<file path="config.mk">
export PLATFORM = sky130hd
export DESIGN_NAME = frame_renderer
export DESIGN_NICKNAME = d
export VERILOG_FILES = /design/src/rtl/frame_renderer_pkg.sv /design/src/rtl/frame_renderer_pixel_classify.sv /design/src/rtl/frame_renderer.sv
export SDC_FILE = /design/constraint.sdc
export NUM_CORES = 1
export LEC_CHECK = 0
export CORE_MARGIN = 5
export CORE_UTILIZATION = 35
export DETAILED_ROUTE_END_ITERATION = 12
export DONT_BUFFER_PORTS = 1
export GPL_TIMING_DRIVEN = 0
export HOLD_SLACK_MARGIN = 0.05
export PLACE_DENSITY = 0.54
export SLEW_MARGIN = 5
export SYNTH_ARGS = -nofsm -noshare
export SYNTH_HDL_FRONTEND = slang
export SYNTH_SLANG_ARGS = --single-unit
</file>
<file path="constraint.sdc">
create_clock -name clk -period 3.95 [get_ports clk]
set_input_delay 0.395 -clock clk [delete_from_list [all_inputs] [get_ports clk]]
set_output_delay 0.395 -clock clk [all_outputs]
set_load 0.005 [all_outputs]
</file>
<file path="src/rtl/frame_renderer_pkg.sv">
// frame_renderer_pkg
// Shared definitions for the frame renderer and its pixel classifier:
// screen geometry, sprite sizes, colour constants, FSM state encoding, the
// per-frame game-state snapshot and a non-wrapping span test.
package frame_renderer_pkg;

  localparam int H_PIX   = 160;
  localparam int V_PIX   = 120;
  localparam int DUDE_SZ = 4;
  localparam int WALL_W  = 8;
  localparam int GAP_H   = 32;

  localparam logic [2:0] BG_COLOUR  = 3'b000;
  localparam logic [2:0] WALL_COL   = 3'b010;
  localparam logic [2:0] DUDE_COL   = 3'b111;
  localparam logic [2:0] MENU_COL   = 3'b001;

  typedef enum logic [1:0] {
    ST_IDLE = 2'd0,
    ST_SCAN = 2'd1,
    ST_DONE = 2'd2
  } state_t;

  // Game state captured when a frame is accepted; the whole frame renders
  // from this copy so mid-frame input changes cannot tear the image.
  typedef struct packed {
    logic       game;    // 1 = game frame, 0 = menu frame
    logic [7:0] dude_x;
    logic [6:0] dude_y;
    logic [7:0] wall_x;
    logic [6:0] gap_y;
  } snap_t;

  // lo <= v < lo+len, evaluated in 9 bits so an extent running past the
  // screen edge is clipped instead of wrapping around to column/row 0.
  function automatic logic in_span(input logic [8:0] v,
                                   input logic [8:0] lo,
                                   input logic [8:0] len);
    logic [8:0] hi;
    hi = lo + len;
    return (v >= lo) && (v < hi);
  endfunction

endpackage

</file>
<file path="src/rtl/frame_renderer_pixel_classify.sv">
// render_pixel_classify
// Purely combinational pixel classifier: given a screen coordinate and a
// game-state snapshot, returns the pixel colour plus raw dude/wall hit flags.
// Ports:
//   x, y      in   pixel coordinate
//   snap      in   game-state snapshot
//   colour    out  pixel colour (menu > dude > wall > background)
//   dude_hit  out  pixel lies inside the dude square
//   wall_hit  out  pixel lies on the wall outside the gap
// Hit flags are geometric only; the caller masks them for menu frames.
module render_pixel_classify
  import frame_renderer_pkg::*;
(
  input  logic [7:0] x,
  input  logic [6:0] y,
  input  snap_t      snap,
  output logic [2:0] colour,
  output logic       dude_hit,
  output logic       wall_hit
);

  logic [8:0] x9, y9;
  logic       in_gap;

  assign x9 = {1'b0, x};
  assign y9 = {2'b00, y};

  always_comb begin
    dude_hit = in_span(x9, {1'b0, snap.dude_x}, 9'(DUDE_SZ)) &&
               in_span(y9, {2'b00, snap.dude_y}, 9'(DUDE_SZ));
    // wall_x >= H_PIX can never satisfy the lower bound, so an off-screen
    // wall needs no special case.
    in_gap   = in_span(y9, {2'b00, snap.gap_y}, 9'(GAP_H));
    wall_hit = in_span(x9, {1'b0, snap.wall_x}, 9'(WALL_W)) && !in_gap;

    if (!snap.game)    colour = MENU_COL;
    else if (dude_hit) colour = DUDE_COL;
    else if (wall_hit) colour = WALL_COL;
    else               colour = BG_COLOUR;
  end

endmodule

</file>
<file path="src/rtl/frame_renderer.sv">
// frame_renderer
// Rasterises one snapshot of game state (dude, wall) into per-pixel VGA
// writes, one pixel per clock, x fastest, and reports dude/wall overlap.
// Ports:
//   clk, reset              clock, async active-high reset
//   start_frame             pulse: render one frame (ignored unless idle)
//   startgame               1 = game frame, 0 = menu fill
//   dude_x/dude_y           dude top-left
//   wall_x, gap_y           wall left column, gap top row
//   vga_x/vga_y/vga_colour  pixel write, valid while vga_plot is high
//   busy                    high on every plot cycle of a frame
//   frame_done              one-cycle pulse after the last plot
//   collision               overlap result of the last frame (0 for menu)
module frame_renderer
  import frame_renderer_pkg::*;
(
  input  logic       clk,
  input  logic       reset,
  input  logic       start_frame,
  input  logic       startgame,
  input  logic [7:0] dude_x,
  input  logic [6:0] dude_y,
  input  logic [7:0] wall_x,
  input  logic [6:0] gap_y,
  output logic [7:0] vga_x,
  output logic [6:0] vga_y,
  output logic [2:0] vga_colour,
  output logic       vga_plot,
  output logic       busy,
  output logic       frame_done,
  output logic       collision
);

  state_t     state;
  snap_t      snap;
  logic [7:0] x;
  logic [6:0] y;
  logic       acc;

  logic [2:0] pix_colour;
  logic       dude_hit, wall_hit;

  render_pixel_classify u_classify (
    .x        (x),
    .y        (y),
    .snap     (snap),
    .colour   (pix_colour),
    .dude_hit (dude_hit),
    .wall_hit (wall_hit)
  );

  always_ff @(posedge clk or posedge reset) begin
    if (reset) begin
      state      <= ST_IDLE;
      snap       <= '0;
      x          <= '0;
      y          <= '0;
      acc        <= 1'b0;
      vga_x      <= '0;
      vga_y      <= '0;
      vga_colour <= '0;
      vga_plot   <= 1'b0;
      busy       <= 1'b0;
      frame_done <= 1'b0;
      collision  <= 1'b0;
    end else begin
      // Strobes default low; vga_x/y/colour hold outside SCAN.
      vga_plot   <= 1'b0;
      busy       <= 1'b0;
      frame_done <= 1'b0;
      case (state)
        ST_IDLE: begin
          if (start_frame) begin
            snap  <= '{game:   startgame,
                       dude_x: dude_x,
                       dude_y: dude_y,
                       wall_x: wall_x,
                       gap_y:  gap_y};
            x     <= '0;
            y     <= '0;
            acc   <= 1'b0;
            state <= ST_SCAN;
          end
        end
        ST_SCAN: begin
          vga_x      <= x;
          vga_y      <= y;
          vga_colour <= pix_colour;
          vga_plot   <= 1'b1;
          // busy is registered with the plot so it covers exactly the
          // plot cycles of the frame.
          busy       <= 1'b1;
          acc        <= acc | (snap.game & dude_hit & wall_hit);
          if (x == 8'(H_PIX - 1)) begin
            x <= '0;
            if (y == 7'(V_PIX - 1)) state <= ST_DONE;
            else                    y     <= y + 7'd1;
          end else begin
            x <= x + 8'd1;
          end
        end
        ST_DONE: begin
          frame_done <= 1'b1;
          collision  <= acc;
          state      <= ST_IDLE;
        end
        default: state <= ST_IDLE;
      endcase
    end
  end

endmodule
</file>
==> out/metrics.yaml <==
status: "finished, final reports clean"
ys.warnings.count: 0
layout_commonest_cell: "nand2_1"
synth.avg_cell_area_sq_um: 9.24
cts_tree: "done"
numPortBuffers: 0
fin_crit_ns: 2.55
slew_headroom: 0.567
grt_pass1_wl_mm: 17.0
n_fill_cell: 1146
p_per_area_nw_per_um2: 369
clkTransAtPathRegs_ns: 0.06
clock_skew_ns: 0.00955
track_usage: 0.150
cp-start-kind: "flip-flop"
rows: 39
grt_max_degree: 44
path_class: "reg -> reg"
ir_drop_mv: 0.273
hp-start: "dude_y[2]"
cts_setup_buffers: 0
antenna_left: 0
crit_fanout: 3
totalWireLength_mm: 10.1
yosysUniqueCellTypes: 48
hp-class: "in -> reg"
crit_path_end_kind: "flip-flop"
seqPwrFrac: 0.441
stdcell_count: 607
setup_violations: 0
start_util: 0.359
power.leakage_nw: 2.23
power.switching_mw: 0.420
wire_per_inst_um: 16.6
clk_path_buf_depth: 2
ys_ff_latch: 70
cts_resized: 0
viasPerCell: 5.21
place_inst: 589
drtIter0Drc: 154
slowest_delay_ns: 0.41
place_ws_ns: 1.43
die_w_um: 118
async_reset_ff_frac: 1.00
gp_congestion: 0.827
grt_pass1_vias: 3302
arrival_ns: 2.80
critPathRequiredTime_ns: 4.19
grt_overflow_total: 0
syn_nets: 533
dr.pass1.iters: 4
cts-root-buf: "clkbuf_16"
post-route-worst-setup-slack_ns: 1.40
worst-slew-pin-transition_ns: 0.648
finalSetupTns_ns: 0
rsz0062_at_grt: "no"
cp_slowest_cell: "or3_1"
seq_area_frac_synth: 0.426
postPlaceCellArea_sq_um: 4320
slew_violations: 0
crit_start: "snap[10]"
p_sw_frac: 0.246
core_region_area_sq_um: 11500
finalHoldViolCount: 0
die_h_um: 118
ys.flop_type: "dfrtp_1"
final_area_sq_um: 4630
clkLatencyLatePin_ns: 0.34
worstPathCellList: "inv_1, nor3_2, xnor2_1, ha_1, a211o_1, o221a_1, nor2_1, a311oi_1, or3_1, o32ai_2"
period_share: 0.647
nets: 546
dp_hpwl_mm: 7.63
dieArea_sq_um: 14000
cts_made_buffers: 9
clock_power_share: 0.477
final_cell_mix: "nand2_1 (82), dfrtp_1 (70), ha_1 (54), o21ai_0 (44), inv_1 (37)"
reg2reg_from: "snap[10]"
cap_violations: 0
synth_cells: 445
fmax_mhz: 391
clock-sinks: 70
htreeDepth: 3
p_comb_frac: 0.082
syn_area_sq_um: 4110
io_pins: 56
synth_edf_count: 0
area_delta_synth_final_pct: 12.4
cts.hold.buffers_added: 1
num_vias: 3160
drive_gt1_frac: 0.0670
intPower_mw: 1.29
total_power_mw: 1.71
post-route-drc-count: 0
antenna_found_initial: 1
[cell families (layout without fill, tap and decap cells)]
kind of cell,after synthesis,in the layout,share of synthesized area
mux,6,6,0.0164
fa+ha+maj,54,54,0.164
flops,70,70,0.426
other cells,0,1,0
compound gates,98,98,0.144
simple gates,147,147,0.164
buf+inv,55,73,0.0541
xor+xnor,15,15,0.0319
[stage by stage]
| step | util | hold slack, ns |
|---|---|---|
| detailed placement | 0.376 | 0.277 |
| CTS | 0.403 | 0.163 |
| global placement | 0.374 | 0.460 |
| finish | 0.403 | 0.172 |
| global route | 0.403 | 0.175 |
| floorplan | - | 0.444 |
[power groups by stage]
stage                     clock network, mW  registers [mW]  logic [mW]
final                                 0.815           0.752       0.140
after global routing                  0.861           0.755       0.164
after CTS                             0.835           0.752       0.142
after detailed placement                  0           0.765       0.139
after global placement                    0           0.765       0.130
after floorplan                           0           0.761       0.108
[metal layers]
metal	routed length, um	part of all wire	track usage	vias to the layer above
met4	70	0.0069	0.0390	0
met1	4610	0.46	0.189	1535
met5	0	0	0	-
li1	-	-	-	1565
met3	480	0.048	0.0468	6
met2	4930	0.49	0.250	54
[cells in the mapped netlist, drive strengths merged (5+ instances only)]
cell type / instances / share of area
nand3: 12 / 0.015
nand2b: 6 / 0.0091
nand4: 7 / 0.011
inv: 39 / 0.036
ha: 54 / 0.16
xnor2: 10 / 0.021
clkbuf: 11 / 0.010
mux2: 6 / 0.016
nor2: 17 / 0.016
dfrtp: 70 / 0.43
a21o: 5 / 0.0091
o21ai: 50 / 0.061
nand2: 82 / 0.075
and3: 6 / 0.0091
a21oi: 15 / 0.018
buf: 5 / 0.0085
xor2: 5 / 0.011
[final timing paths]
path / cells past startpoint / slack (ns) / to
hold reg to reg: 1 / 0.48 / vga_colour[0]
max in group asynchronous: 3 / 2.87 / snap[19]
min in group asynchronous: 2 / 0.53 / vga_x[6]
setup / recovery: 10 / 1.40 / acc
setup reg to reg: 10 / 1.40 / acc
hold / removal: 2 / 0.17 / snap[17]
[sequential cells by signal, summed over array words and instances (netlist names)]
register    flops
snap           31
vga_x           8
x               8
vga_y           7
y               7
vga_colour      3
state           2
acc             1
busy            1
collision       1
frame_done      1
[area by class of cell]
type | instances | area, sq um | area share
multi-input cells | 320 | 2140 | 0.463
diodes | 1 | 2.50 | 0.000541
clock buffers | 9 | 225 | 0.0487
inverters | 39 | 149 | 0.0322
well taps | 143 | 179 | 0.0387
flip-flops and latches | 70 | 1750 | 0.379
plain buffers | 16 | 76.3 | 0.0165
repair buffers | 2 | 30.0 | 0.00649
clock inverters | 7 | 72.6 | 0.0157
[worst max-delay path, delay by kind of cell (launching register included)]
| kind | cells | cell delay, ns |
|---|---|---|
| compound gates | 4 | 0.83 |
| simple gates | 3 | 0.74 |
| flops | 1 | 0.38 |
| fa+ha+maj | 1 | 0.27 |
| xor+xnor | 1 | 0.15 |
| buf+inv | 1 | 0.09 |
Note: power is estimated with default switching activity, not from simulation.
